--- src/rtl/calc_sequencer.sv ---
// calc_sequencer: three-entry operation sequencer for the 4-bit calculator.
// One enter button steps through operand A, operand B and the op code.
// The block then computes a registered result and selects it onto the display
// mux while in SHOW.
//
// Handshake: there is no valid/ready pair here. A "press" is the single-cycle
// rising edge of the debounced enter level. It is consumed by the state it is
// sampled in. EXEC ignores presses. clear overrides any press in the same cycle.
module calc_sequencer #(
  parameter int WIDTH       = 4,
  parameter int SHOW_CYCLES = 8
) (
  input  logic             clk,
  input  logic             rst_n,
  input  logic             enter,
  input  logic             clear,
  input  logic [WIDTH-1:0] data_in,
  output logic [WIDTH-1:0] a_reg,
  output logic [WIDTH-1:0] b_reg,
  output logic [1:0]       op_reg,
  output logic [WIDTH:0]   result,
  output logic             result_valid,
  output logic             disp_sel,
  output logic [2:0]       state,
  output logic             busy
);

  // Hold counter sized to reach SHOW_CYCLES-1; a 0 setting never compares
  localparam int CW = (SHOW_CYCLES > 2) ? $clog2(SHOW_CYCLES) : 1;
  localparam logic [CW-1:0] CNT_LAST = CW'((SHOW_CYCLES == 0) ? 0 : SHOW_CYCLES - 1);

  typedef enum logic [2:0] {
    S_IDLE  = 3'd0,
    S_GOT_A = 3'd1,
    S_GOT_B = 3'd2,
    S_EXEC  = 3'd3,
    S_SHOW  = 3'd4
  } state_t;

  state_t           r_state;
  state_t           w_next;
  logic             r_enter_q;
  logic             w_press;
  logic [WIDTH-1:0] r_a;
  logic [WIDTH-1:0] r_b;
  logic [1:0]       r_op;
  logic [WIDTH:0]   r_result;
  logic [WIDTH:0]   w_alu;
  logic [CW-1:0]    r_cnt;
  logic             w_cnt_done;
  logic             w_cap_a;
  logic             w_cap_b;
  logic             w_cap_op;
  logic             w_exec;
  logic             w_show;
  logic             w_busy;

  assign w_press    = enter & ~r_enter_q;
  assign w_cnt_done = (SHOW_CYCLES != 0) && (r_cnt == CNT_LAST);

  // Result function; the extra MSB carries the carry/borrow for ADD/SUB
  always_comb begin
    w_alu = '0;
    case (r_op)
      2'b00:   w_alu = {1'b0, r_a} + {1'b0, r_b};
      2'b01:   w_alu = {1'b0, r_a} - {1'b0, r_b};
      2'b10:   w_alu = {1'b0, r_a & r_b};
      default: w_alu = {1'b0, r_a | r_b};
    endcase
  end

  // Next-state and per-state strobes; clear wins over everything
  always_comb begin
    w_next   = r_state;
    w_cap_a  = 1'b0;
    w_cap_b  = 1'b0;
    w_cap_op = 1'b0;
    w_exec   = 1'b0;
    w_show   = 1'b0;
    w_busy   = 1'b0;
    case (r_state)
      S_IDLE: begin
        if (w_press) begin
          w_cap_a = 1'b1;
          w_next  = S_GOT_A;
        end
      end
      S_GOT_A: begin
        if (w_press) begin
          w_cap_b = 1'b1;
          w_next  = S_GOT_B;
        end
      end
      S_GOT_B: begin
        if (w_press) begin
          w_cap_op = 1'b1;
          w_next   = S_EXEC;
        end
      end
      S_EXEC: begin
        w_busy = 1'b1;
        w_exec = 1'b1;
        w_next = S_SHOW;
      end
      S_SHOW: begin
        w_show = 1'b1;
        if (w_press || w_cnt_done) begin
          w_next = S_IDLE;
        end
      end
      default: w_next = S_IDLE;
    endcase
    if (clear) begin
      w_next   = S_IDLE;
      w_cap_a  = 1'b0;
      w_cap_b  = 1'b0;
      w_cap_op = 1'b0;
      w_exec   = 1'b0;
    end
  end

  // State register and enter edge detector (edge register updates even on clear)
  always_ff @(posedge clk or negedge rst_n) begin
    if (!rst_n) begin
      r_state   <= S_IDLE;
      r_enter_q <= 1'b0;
    end else begin
      r_state   <= w_next;
      r_enter_q <= enter;
    end
  end

  // Operand, op code, result and hold counter registers
  always_ff @(posedge clk or negedge rst_n) begin
    if (!rst_n) begin
      r_a      <= '0;
      r_b      <= '0;
      r_op     <= '0;
      r_result <= '0;
      r_cnt    <= '0;
    end else if (clear) begin
      r_a      <= '0;
      r_b      <= '0;
      r_op     <= '0;
      r_result <= '0;
      r_cnt    <= '0;
    end else begin
      if (w_cap_a)  r_a  <= data_in;
      if (w_cap_b)  r_b  <= data_in;
      if (w_cap_op) r_op <= data_in[1:0];
      if (w_exec) begin
        r_result <= w_alu;
        r_cnt    <= '0;
      end else if (w_show && !w_press && !w_cnt_done) begin
        r_cnt <= r_cnt + 1'b1;
      end
    end
  end

  assign a_reg        = r_a;
  assign b_reg        = r_b;
  assign op_reg       = r_op;
  assign result       = r_result;
  assign result_valid = w_show;
  assign disp_sel     = w_show;
  assign busy         = w_busy;
  assign state        = r_state;

endmodule
--- config.mk ---
export PLATFORM = sky130hd
export DESIGN_NAME = calc_sequencer
export DESIGN_NICKNAME = d
export VERILOG_FILES = /design/src/rtl/calc_sequencer.sv
export SDC_FILE = /design/constraint.sdc
export NUM_CORES = 1
export LEC_CHECK = 0
export ABC_AREA = 0
export CAP_MARGIN = 10
export CORE_UTILIZATION = 40
export CTS_BUF_LIST = sky130_fd_sc_hd__clkbuf_2 sky130_fd_sc_hd__clkbuf_4 sky130_fd_sc_hd__clkbuf_8
export DETAILED_ROUTE_END_ITERATION = 16
export HOLD_SLACK_MARGIN = 0.12
export PLACE_DENSITY = 0.74
export SYNTH_ARGS = -nofsm -noshare
export SYNTH_HDL_FRONTEND = slang
export SYNTH_SLANG_ARGS = --single-unit
--- constraint.sdc ---
create_clock -name clk -period 3.1 [get_ports clk]
set_input_delay 0.465 -clock clk [delete_from_list [all_inputs] [get_ports clk]]
set_output_delay 0.465 -clock clk [all_outputs]
set_load 0.02 [all_outputs]
=== Word level (Yosys, flattened, before mapping) ===
Index checks and enable logic that the tools add are counted.

* Input port bits: 8
* Register bits after elaboration: 22
* Word-level logic and storage cells: 66

* Reductions and logical operators: 13
* Bitwise gates (word level): 4
* Mux-type cells: 28
* Equal/unequal tests: 11
* Add/subtract/negate cells: 3

{| class="wikitable"
|+ Operators with widths
! operator !! number
|-
| $mux W3 || 8
|-
| $mux W4 || 4
|-
| $pmux W3 S5 || 1
|-
| $pmux W5 S3 || 1
|-
| $ne A3 B3 Y1 const B || 4
|-
| $mux W1 || 10
|-
| $mux W5 || 2
|-
| $reduce_bool A2 Y1 || 4
|-
| $eq A3 B2 Y1 const B || 2
|-
| $eq A3 B3 Y1 const B || 2
|-
| $add A4 B4 Y5 || 1
|-
| $sub A4 B4 Y5 || 1
|-
| $and A4 B4 Y4 || 1
|-
| $mux W2 || 2
|-
| $or A4 B4 Y4 || 1
|-
| $reduce_and A4 Y1 || 1
|-
| $add A3 B1 Y3 const B || 1
|-
| $eq A3 B1 Y1 const B || 1
|-
| $logic_not A3 Y1 || 1
|-
| $reduce_bool A3 Y1 || 1
|-
| $eq A2 B1 Y1 const B || 1
|-
| $eq A2 B2 Y1 const B || 1
|-
| $logic_and A1 B1 Y1 || 2
|-
| $logic_not A1 Y1 || 2
|-
| 4 further kinds || 4
|}

=== Longest topological paths before layout ===
* Depth in word-level cells: 8
* Depth in mapped cells: 9
* Mapped depth without buffers: 9

=== Worst setup path after synthesis ===
No wires, ideal clock.

* Kind: reg-to-reg
* From: register r_op[0], in the netlist op_reg[0]
* To: register r_result[3], in the netlist result[3]
* Cell stages (with the launch flop): 9
* Setup slack: 0.873 ns
* Data arrival time: 2.106 ns
* Required time: 2.978 ns
* Buffers on the path: 0
* Path through: dfrtp_1 -> nor2b_1 -> nor2_1 -> xnor2_1 -> ha_1 -> a21oi_1 -> o21ai_0 -> or3_1 -> a32o_1

* Word-level cells in the longest chain between the ends: 4

{| class="wikitable"
|+ Ends and longest elaborated chain
! what !! RTL line !! source
|-
| start, declared || 46 || <nowiki>logic [1:0] r_op;</nowiki>
|-
| start signal, assigned || 150 || <nowiki>if (w_cap_op) r_op <= data_in[1:0];</nowiki>
|-
| $eq A2 B2 Y1 (tied with other cells) || 64 || <nowiki>case (r_op)</nowiki>
|-
| $pmux W5 S3 (*) || 64 ||
|-
| $mux W5 (*) || 151 || <nowiki>if (w_exec) begin</nowiki>
|-
| $mux W5 (*) || 141 || <nowiki>end else if (clear) begin</nowiki>
|-
| end signal, assigned || 152 || <nowiki>r_result <= w_alu;</nowiki>
|-
| end, declared || 47 || <nowiki>logic [WIDTH:0] r_result;</nowiki>
|}

Mark *: on every way between the ends. The rest lies on a longest branch, timed or not. The select of a mux whose other input is x is not followed.
A chain may end at the register's enable or synchronous reset.

=== Final worst setup path ===
* From: register r_state[0], in the netlist state[0]
* To: output port busy

* Word-level cells in the longest chain between the ends: 2

{| class="wikitable"
|+ Ends and longest elaborated chain
! what !! RTL line !! source
|-
| start, declared || 40 || <nowiki>state_t r_state;</nowiki>
|-
| start signal, assigned || 128 || <nowiki>r_state <= w_next;</nowiki>
|-
| $eq A3 B2 Y1 || 81 || <nowiki>case (r_state)</nowiki>
|-
| $mux W1 || 81 ||
|-
| end, declared || 25 || <nowiki>output logic busy</nowiki>
|}

No other way between the ends.

==> run metrics <==
grt total ovfl 0; Post-CTS Hold Buffers 0; ant diodes 0; crit path max fanout 10; period utilization 77.7%; I/O Buffers 28; Worst Setup SP state[0]; WP data required 2.63 ns; DRC viols 0; Fill cells between 200 and 300; post-detailed-route count of antenna-violating nets 0; Yosys warning total 0; Std-Cell Rows 20; min-delay worst type reg2reg; grt peak-use layer met2; GR Util met1 24.1%; clk root buf clkbuf_4; sequential area share after synthesis 42.1%; fin area 1660 µm²; relative slew slack 33.2%; Syn Nets 156; area grow syn2layout 26.8%; setup_tns 0 ns; crit start category register; dpl hpwl 2.08 mm; vias in the first global route approximately 1.0k; Register Area 551 µm²; routed len/inst 12.9 µm; Layout Nets 184; outcome complete, no violations; most frequent cells in the layout clkdlybuf4s50_1, dfrtp_1, nand2_1, a21oi_1, nor2_1; Fin. Hold Viols 0; clk sinks 22; flops & latches, synth 22; PwrDens 330 nW/µm²; VDD IR max between 200 and 250 µV; reg2reg path depth 7; synthesized area 1310 µm²; core area between 3000 and 4000 µm²; aggregate global-route resource usage 17.8%; clock transition at the registers of the reported paths 0.12 ns; WHS approximately 0.53 ns; final setup violation count 0; slack of the worst reg-to-reg path between 0.7 and 0.8 ns; DIE WIDTH 59.2 µm; met3 Track Usage GR 4.15%; die area 3500 µm²; kind of critical path reg2out; Initial DRT Pass Iterations 5; post-CTS sizing 0; count of cell types in the netlist 32; Final Max Tran Viols 0; DR iter-0 viols 18; minimum clock period approximately 2.4 ns; Crit Reg-Reg Endpoint result[3]; Fin Clk Skew approximately 0.0044 ns; worst skew pair latency 0.31 ns; CTS tree yes; commonest non-fill, non-tap cell in the layout clkdlybuf4s50_1; first-pass GRT wire length 4.72 mm; Mapped Avg Cell Area 9.48 µm²; Achievable Freq 0.415 GHz; leak pwr 0.683 nW; initial antenna violation count 0; Data arrival, critical path 1.94 ns; # H-tree levels 1; DRT Wirelength 2.71 mm; unrepaired setup endpoints after global routing false; placed instance area about 1600 µm²; # Post-CTS Setup Buffers 0; Critical Path End Type output pin; Die Ht 59.2 µm; via/cell ratio around 5.2; layout cells sized above 1 7.27%; I/O pins 29; Worst-Margin Slew 0.999 ns; M2 GR Usage 28.9%; Max-Cap Viols 0; max reg flops 5; Setup crit end busy; Mapped Cells 138; Initial Util 42.5%; CTS buffer count 3; largest net degree at the start of global routing 24; footprint of the multi-input gates roughly 700 µm²; Routability Congestion approximately 0.85; Vias 1,089; Worst R2R Start op_reg[1]; Longest Clk Path Bufs 2
[per-stage QoR]
step                worst slack (ns)  total power [mW]  cells  util [%]
global route                   0.548             0.581    209      53.9
global placement               0.845             0.395    205      52.7
detailed placement             0.793             0.397    205      52.7
floorplan                      0.873             0.358    138         -
finish                         0.691             0.548    209      53.9
CTS                            0.664             0.556    209      53.9
[cell type report]
| cell class | count | area share (%) |
|---|---|---|
| Clock buffer | 4 | 2.19 |
| Inverter | 6 | 1.66 |
| Multi-Input combinational cell | 104 | 42.3 |
| Sequential cell | 22 | 33.2 |
| Tap cell | 44 | 3.32 |
| Timing Repair Buffer | 29 | 17.3 |
[worst max-delay path: stages, from the launching register on]
cell,delay (ns)
dfrtp_1,0.47
nand2_1,0.08
or2_1,0.34
clkinv_4,0.14
clkdlybuf4s50_1,0.61
[where the power goes]
part | internal (mW) | switching [mW]
clock network | 0.0718 | 0.0859
logic | 0.0395 | 0.0495
registers | 0.293 | 0.00868
[routing by layer]
metal / wire length (µm) / vias to the layer above
met4: 22 / 0
li1: - / 536
met2: 1320 / 23
met1: 1270 / 526
met3: 89 / 4
met5: 0 / -
[how the worst min path moves through the flow]
stage,from,to,cells past startpoint
2_1_floorplan,rst_n,a_reg[0],0
3_3_place_gp,result[3],result[3],1
3_5_place_dp,result[3],result[3],1
4_1_cts,result[3],result[3],1
5_1_grt,result[2],result[2],2
6_report,result[3],result[3],1
[synth_stat cells]
library cell	number	area share [%]
fa_1	1	1.5
ha_1	9	8.6
clkbuf_2	1	0.38
xnor2_1	4	2.7
o21ai_0	4	1.5
a211oi_1	1	0.57
mux2i_1	7	5.4
nor3b_2	1	0.96
dfrtp_1	22	42
clkbuf_1	3	0.86
o211ai_1	2	1.1
or2_1	1	0.48
buf_2	1	0.38
nor2b_1	4	1.9
inv_1	5	1.4
a21o_1	2	1.1
nand2_1	16	4.6
o41ai_1	1	0.67
a32o_1	1	0.76
nor3_2	3	2.3
nor2_1	12	3.4
nor3b_4	1	1.4
a211oi_2	1	0.96
nor3_1	3	1.1
nand3_1	9	3.4
or3_1	1	0.48
buf_4	1	0.57
nand3b_1	2	1.1
a21oi_1	16	6.1
nor3b_1	1	0.57
xor2_1	1	0.67
clkinv_4	1	0.67
[cells by family after synthesis]
family | count (synthesis) | share of synthesized area, %
buf+inv | 12 | 4.30
mux | 7 | 5.35
flops | 22 | 42.1
simple gates | 54 | 21.9
fa+ha+maj | 10 | 10.1
compound gates | 28 | 12.9
xor+xnor | 5 | 3.35
No activity file was read; power rests on OpenSTA's default activity.
